===== config.mk =====
export PLATFORM = sky130hd
export DESIGN_NAME = scan_bist_ctrl
export DESIGN_NICKNAME = d
export VERILOG_FILES = /design/src/rtl/scan_bist_pkg.sv /design/src/rtl/scan_bist_lfsr.sv /design/src/rtl/scan_bist_ctrl.sv
export SDC_FILE = /design/constraint.sdc
export NUM_CORES = 1
export LEC_CHECK = 0
export BUFFER_PORTS_ARGS = -buffer_cell sky130_fd_sc_hd__buf_2
export CORE_UTILIZATION = 30
export DETAILED_ROUTE_END_ITERATION = 10
export PLACE_DENSITY_LB_ADDON = 0.3
export SLEW_MARGIN = 30
export SYNTH_ARGS = -nofsm -noshare
export SYNTH_HDL_FRONTEND = slang
export SYNTH_SLANG_ARGS = --single-unit
export TNS_END_PERCENT = 20

===== constraint.sdc =====
create_clock -name CK -period 2.5 [get_ports CK]
set_clock_uncertainty 0.2 [all_clocks]
set_input_delay 0.5 -clock CK [delete_from_list [all_inputs] [get_ports CK]]
set_output_delay 0.5 -clock CK [all_outputs]
set_load 0.1 [all_outputs]

===== src/rtl/scan_bist_pkg.sv =====
// Shared types and default constants for the scan BIST controller.
// The PRPG and the MISR use the same polynomial.
package scan_bist_pkg;

    localparam int              DEFAULT_SIG_W = 16;
    localparam logic [15:0]     DEFAULT_POLY  = 16'h002D;

    typedef enum logic [2:0] {
        IDLE,
        SHIFT,
        CAPTURE,
        UNLOAD,
        DONE
    } bist_state_t;

    typedef enum logic {
        LFSR_AUTO,
        LFSR_SERIAL
    } lfsr_mode_t;

endpackage


===== src/rtl/scan_bist_lfsr.sv =====
// One Galois LFSR step. In autonomous mode it generates patterns (PRPG).
// In serial-input mode it also folds serial_in into bit 0 (MISR).
module scan_bist_lfsr
    import scan_bist_pkg::*;
#(
    parameter int           W    = DEFAULT_SIG_W,
    parameter logic [W-1:0] POLY = W'(DEFAULT_POLY)
) (
    input  lfsr_mode_t   mode,
    input  logic [W-1:0] cur,
    input  logic         serial_in,
    output logic [W-1:0] nxt
);

    always_comb begin
        nxt = {cur[W-2:0], 1'b0} ^ (cur[W-1] ? POLY : '0);
        if (mode == LFSR_SERIAL) begin
            nxt[0] = nxt[0] ^ serial_in;
        end
    end

endmodule


===== src/rtl/scan_bist_ctrl.sv =====
// Scan BIST controller: drives the core scan chain from a PRPG, pulses capture,
// and compacts scan_out into a MISR whose value is reported as the signature.
module scan_bist_ctrl
    import scan_bist_pkg::*;
#(
    parameter int               CHAIN_LEN = 228,
    parameter int               SIG_W     = DEFAULT_SIG_W,
    parameter logic [SIG_W-1:0] POLY      = SIG_W'(DEFAULT_POLY),
    parameter int               PAT_W     = 16
) (
    input  logic             CK,
    input  logic             RST_N,
    input  logic             start,
    input  logic             abort,
    input  logic [PAT_W-1:0] num_patterns,
    input  logic [SIG_W-1:0] seed,
    input  logic             scan_out,
    output logic             scan_en,
    output logic             scan_in,
    output logic             busy,
    output logic             done,
    output logic [PAT_W-1:0] pat_cnt,
    output logic [SIG_W-1:0] signature
);

    localparam int              CNT_W    = (CHAIN_LEN > 1) ? $clog2(CHAIN_LEN) : 1;
    localparam logic [CNT_W-1:0] LAST_BIT = CNT_W'(CHAIN_LEN - 1);

    bist_state_t      state, state_d;
    logic [CNT_W-1:0] bit_cnt, bit_cnt_d;
    logic [PAT_W-1:0] pat_cnt_d, pat_inc, num_pat_q;
    logic [SIG_W-1:0] prpg, prpg_d, prpg_step_val;
    logic [SIG_W-1:0] misr_d, misr_step_val;
    logic [SIG_W-1:0] seed_eff;
    logic             run_start;

    scan_bist_lfsr #(.W(SIG_W), .POLY(POLY)) u_prpg (
        .mode      (LFSR_AUTO),
        .cur       (prpg),
        .serial_in (1'b0),
        .nxt       (prpg_step_val)
    );

    scan_bist_lfsr #(.W(SIG_W), .POLY(POLY)) u_misr (
        .mode      (LFSR_SERIAL),
        .cur       (signature),
        .serial_in (scan_out),
        .nxt       (misr_step_val)
    );

    // An all-zero seed would lock the PRPG at zero forever.
    assign seed_eff = (seed == '0) ? SIG_W'(1) : seed;

    always_comb begin
        state_d   = state;
        bit_cnt_d = bit_cnt;
        pat_cnt_d = pat_cnt;
        prpg_d    = prpg;
        misr_d    = signature;
        run_start = 1'b0;
        pat_inc   = pat_cnt + PAT_W'(1);

        if (abort) begin
            state_d   = IDLE;
            bit_cnt_d = '0;
        end else begin
            case (state)
                IDLE: begin
                    if (start) begin
                        run_start = 1'b1;
                        prpg_d    = seed_eff;
                        misr_d    = '0;
                        pat_cnt_d = '0;
                        bit_cnt_d = '0;
                        state_d   = (num_patterns == '0) ? DONE : SHIFT;
                    end
                end
                SHIFT: begin
                    prpg_d = prpg_step_val;
                    // The first load unloads uninitialised core state, so it is not compacted.
                    if (pat_cnt != '0) begin
                        misr_d = misr_step_val;
                    end
                    if (bit_cnt == LAST_BIT) begin
                        bit_cnt_d = '0;
                        state_d   = CAPTURE;
                    end else begin
                        bit_cnt_d = bit_cnt + CNT_W'(1);
                    end
                end
                CAPTURE: begin
                    pat_cnt_d = pat_inc;
                    state_d   = (pat_inc == num_pat_q) ? UNLOAD : SHIFT;
                end
                UNLOAD: begin
                    misr_d = misr_step_val;
                    if (bit_cnt == LAST_BIT) begin
                        bit_cnt_d = '0;
                        state_d   = DONE;
                    end else begin
                        bit_cnt_d = bit_cnt + CNT_W'(1);
                    end
                end
                DONE:    state_d = IDLE;
                default: state_d = IDLE;
            endcase
        end
    end

    // Outputs are registered from the next state so they line up with the state they describe.
    always_ff @(posedge CK or negedge RST_N) begin
        if (!RST_N) begin
            state     <= IDLE;
            bit_cnt   <= '0;
            pat_cnt   <= '0;
            num_pat_q <= '0;
            prpg      <= SIG_W'(1);
            signature <= '0;
            scan_en   <= 1'b0;
            scan_in   <= 1'b0;
            busy      <= 1'b0;
            done      <= 1'b0;
        end else begin
            state     <= state_d;
            bit_cnt   <= bit_cnt_d;
            pat_cnt   <= pat_cnt_d;
            prpg      <= prpg_d;
            signature <= misr_d;
            if (run_start) begin
                num_pat_q <= num_patterns;
            end
            scan_en <= (state_d == SHIFT) || (state_d == UNLOAD);
            scan_in <= (state_d == SHIFT) ? prpg_d[SIG_W-1] : 1'b0;
            busy    <= (state_d == SHIFT) || (state_d == CAPTURE) || (state_d == UNLOAD);
            done    <= (state_d == DONE);
        end
    end

endmodule


==> impl_summary.md <==
Run status
The run finished with clean final reports.

Logic synthesis
The number of enable-type register cells in the synthesized netlist is 0. The number of flip-flops and latches in the synthesized netlist is 79. The synthesized netlist cell count is 456. The share of cell area taken by muxes after synthesis is 0.04817. The synthesized netlist net count is 496. The per-instance average area after synthesis is 9.571 µm². The fraction of the mapped netlist area in simple logic gates is 0.2041. The post-synthesis compound-gate area fraction is 0.1692. The most instantiated library cell after synthesis is dfrtp_1. After synthesis, the cell types taking the most area are dfrtp_1 (45%), mux2_2 (4.1%), nand2_1 (4.0%), o21ai_0 (4.0%), nor2_1 (3.7%). The arithmetic-cell share of the synthesized area counting full adders, half adders and majority gates is 0.008601. After synthesis, the largest family of logic cells by area is simple AND/OR/NAND/NOR gates. The commonest cells after synthesis are dfrtp_1 (78), nand2_1 (47), nor2_1 (43). The fraction of synthesized cell area taken by the top area cell type is 0.4472.

The Yosys step of the flow raised 0 warnings. Of the total synthesized cell area, the portion taken by XOR and XNOR cells is 0.07339. The cell taking the most area after synthesis is dfrtp_1. The fraction of registers with async set or reset after synthesis is 1.000. The most frequently used flop master after synthesis is dfrtp_1. The cell area after synthesis is 0.004364 mm². For this run, the register share of the synthesized area comes to 0.4533. The synthesized netlist contains 67 unique library cells.

Drt
For this run, design rule violations remaining after detail routing come to 0. The detailed-route wire length per cell is 15.87 µm. Once detail routing completed, the nets flagged for antenna violations numbered 0. The pre-antenna-repair detailed-routing pass consisted of 5 iterations. The detailed router finished its first iteration with 268 violations. The routed via count is 3672. The detailed-route wire length is 11240 µm. Dividing the detail-routed via count by the number of cells gives 5.186.

STA
The final hold violation count is 0. Setup repair after global routing left no endpoint under its margin. The number of slew-limit violations in the final report is 0. Of the available clock period, the critical path in the final layout requires 0.9460. The relative slew slack is 0.6139.

Based on the critical path, the design can be clocked at up to 422.8 MHz. The post-layout worst setup margin is 0.1349 ns. The total negative slack for setup checks is 0 ns. At the pin with the least slew margin, the transition time is 0.5792 ns. The minimum clock period after layout is 2.365 ns. The setup-violating endpoint count in the final report is 0.

Clocking
The clock passes through at most 2 buffers. The clock slew seen by the registers of the worst setup and hold paths is 0.06 ns. The source-to-sink clock delay at the later pin of the worst-skew pair is 0.34 ns. The tree built by TritonCTS fans out to 79 sinks.

In this run, CTS created clock tree buffers numbering 9. The root buffer selected by CTS is clkbuf_16. The H-tree depth is 3.

The TritonCTS clock tree is built. Post-CTS timing repair inserted 0 buffers for setup.

Critical path
The maximum net fanout on the critical path is 11. At the worst endpoint, the arrival time is 2.38 ns. The kind of end point of the critical path is a flop. STA puts the critical path data required time at 2.51 ns. The kind of launch point of the worst setup path is a flop. The setup path with the least slack is of type flop to flop.

Die
The initialized floorplan defines 43 standard-cell rows. The horizontal die dimension is 122.6 µm. The full die area is 0.01503 mm². The effective utilization at floorplan is 0.3108. The core region area is 0.01404 mm².

The vertical die dimension is 122.6 µm. The number of top-level design ports is 73.

Cells and area
The proportion of layout cells with a drive suffix above 1 is 0.2822. The growth of design area from synthesis to finish is 21.36%. The repair_antennas step left the layout with diodes totalling 0. The final layout contains 563 nets.

Placement
The congestion estimate from routability-driven global placement came to 0.8418. At the placement stage, the worst setup path has a slack of 0.1379 ns. Input and output buffers added on the ports amount to 72. The half-perimeter wire length after detailed placement is 8087 µm.

GRT
The via count of the first global-routing pass came to 3652. For this run the aggregate overflow at the end of global routing stands at 0. The first global-routing pass estimated 18600 µm of wire. Across every metal layer, demand over resource in global routing totals 0.1619. The largest net degree at the start of global routing is 59. The number of antenna violations at the first check in global routing was 0.

Power
In this run the static leakage power is 0.002291 µW. In this run the power density over the cells is 654.8 mW/mm². Across the VDD grid, the largest voltage drop is 0.3572 mV.

Run
Max-cap violations in this run came to 0.

Min path
The worst hold-check path type is input pin to flop.
## logic make-up after synthesis
group	count (synthesis)
AOI/OAI and AO/OA	114
muxes	19
xor gates and xnor gates	35
buffers and inverters	40
and+or+nand+nor	166
DFF	79
adders and majority gates	3
## where the power goes
| group | leakage (µW) | internal (µW) | switching [µW] | total, µW |
|---|---|---|---|---|
| registers | 0.00100 | 1390 | 97.5 | 1490 |
| logic | 0.00113 | 217 | 318 | 535 |
| clock network | 0.000159 | 884 | 556 | 1440 |
## final timing paths
kind / slack, ns / cells after the start / end / from
hold reg to reg: 0.30 / 2 / signature[8] / signature[8]
hold / removal: 0.21 / 2 / num_pat_q[9] / num_patterns[9]
setup reg to reg: 0.13 / 7 / scan_in / pat_cnt[0]
min in group asynchronous: 0.40 / 2 / pat_cnt[15] / RST_N
max in group asynchronous: 1.06 / 3 / prpg[0] / RST_N
setup / recovery: 0.13 / 7 / scan_in / pat_cnt[0]
## placed cells by master (no fill, tap or decap), types with 8 or more instances in the layout
master,count
xnor2_1,17
dfrtp_2,10
mux2_2,16
nand2_1,47
buf_2,71
buf_4,16
a21oi_1,25
clkbuf_16,9
dfrtp_1,66
o21ai_0,35
nand3_1,10
nor2_1,43
o31ai_1,8
nor3_1,10
xor2_1,17
a22oi_1,14
## sequential cells by signal, indices dropped and copies added, names as in the netlist
signal	count
state	3
signature	16
num_pat_q	16
busy	1
scan_en	1
done	1
pat_cnt	16
scan_in	1
prpg	16
bit_cnt	8
## routing by layer
| metal | part of all wire | up-vias | track usage |
|---|---|---|---|
| li1 | - | 1775 | - |
| met1 | 0.47 | 1761 | 0.2198 |
| met2 | 0.45 | 115 | 0.2451 |
| met3 | 0.056 | 21 | 0.03392 |
| met4 | 0.026 | 0 | 0.07622 |
| met5 | 0 | - | 0 |
## area by class of cell
| type | instances | area [µm²] |
|---|---|---|
| multi-input cells | 337 | 2202 |
| flip-flops and latches | 79 | 1998 |
| repair buffers | 90 | 525.5 |
| well taps | 180 | 225.2 |
| inverters | 6 | 22.52 |
| clock buffers | 10 | 229.0 |
| clock inverters | 6 | 93.84 |
| fillers | 1395 | 8746 |
## worst max-delay path, stage by stage, from the launching register on
cell and delay [ns]:
dfrtp_4 0.50, inv_1 0.06, ha_1 0.32, xor2_1 0.18, a2111oi_2 0.32, o211ai_1 0.17
a2111oi_0 0.37, a21oi_1 0.12
## through the flow
stage          cell area [µm²]  power, µW  instances  hold slack [ns]    util
6_report                  5296       3468        708           0.2061  0.3772
5_1_grt                   5296       3637        708           0.2014  0.3772
4_1_cts                   5296       3518        708           0.1961  0.3772
3_5_place_dp              4964       2052        691           0.2286  0.3535
3_3_place_gp              4964       2036        691           0.2233  0.3535
2_1_floorplan             4390       1871        456         0.004409       -
## timing repair
item / in CTS / in global routing
resized for setup: 0 / 0
endpoints found under the hold margin: 21 / 0
hold buffers: 1 / 0
Note: power is estimated with default switching activity, not from simulation.
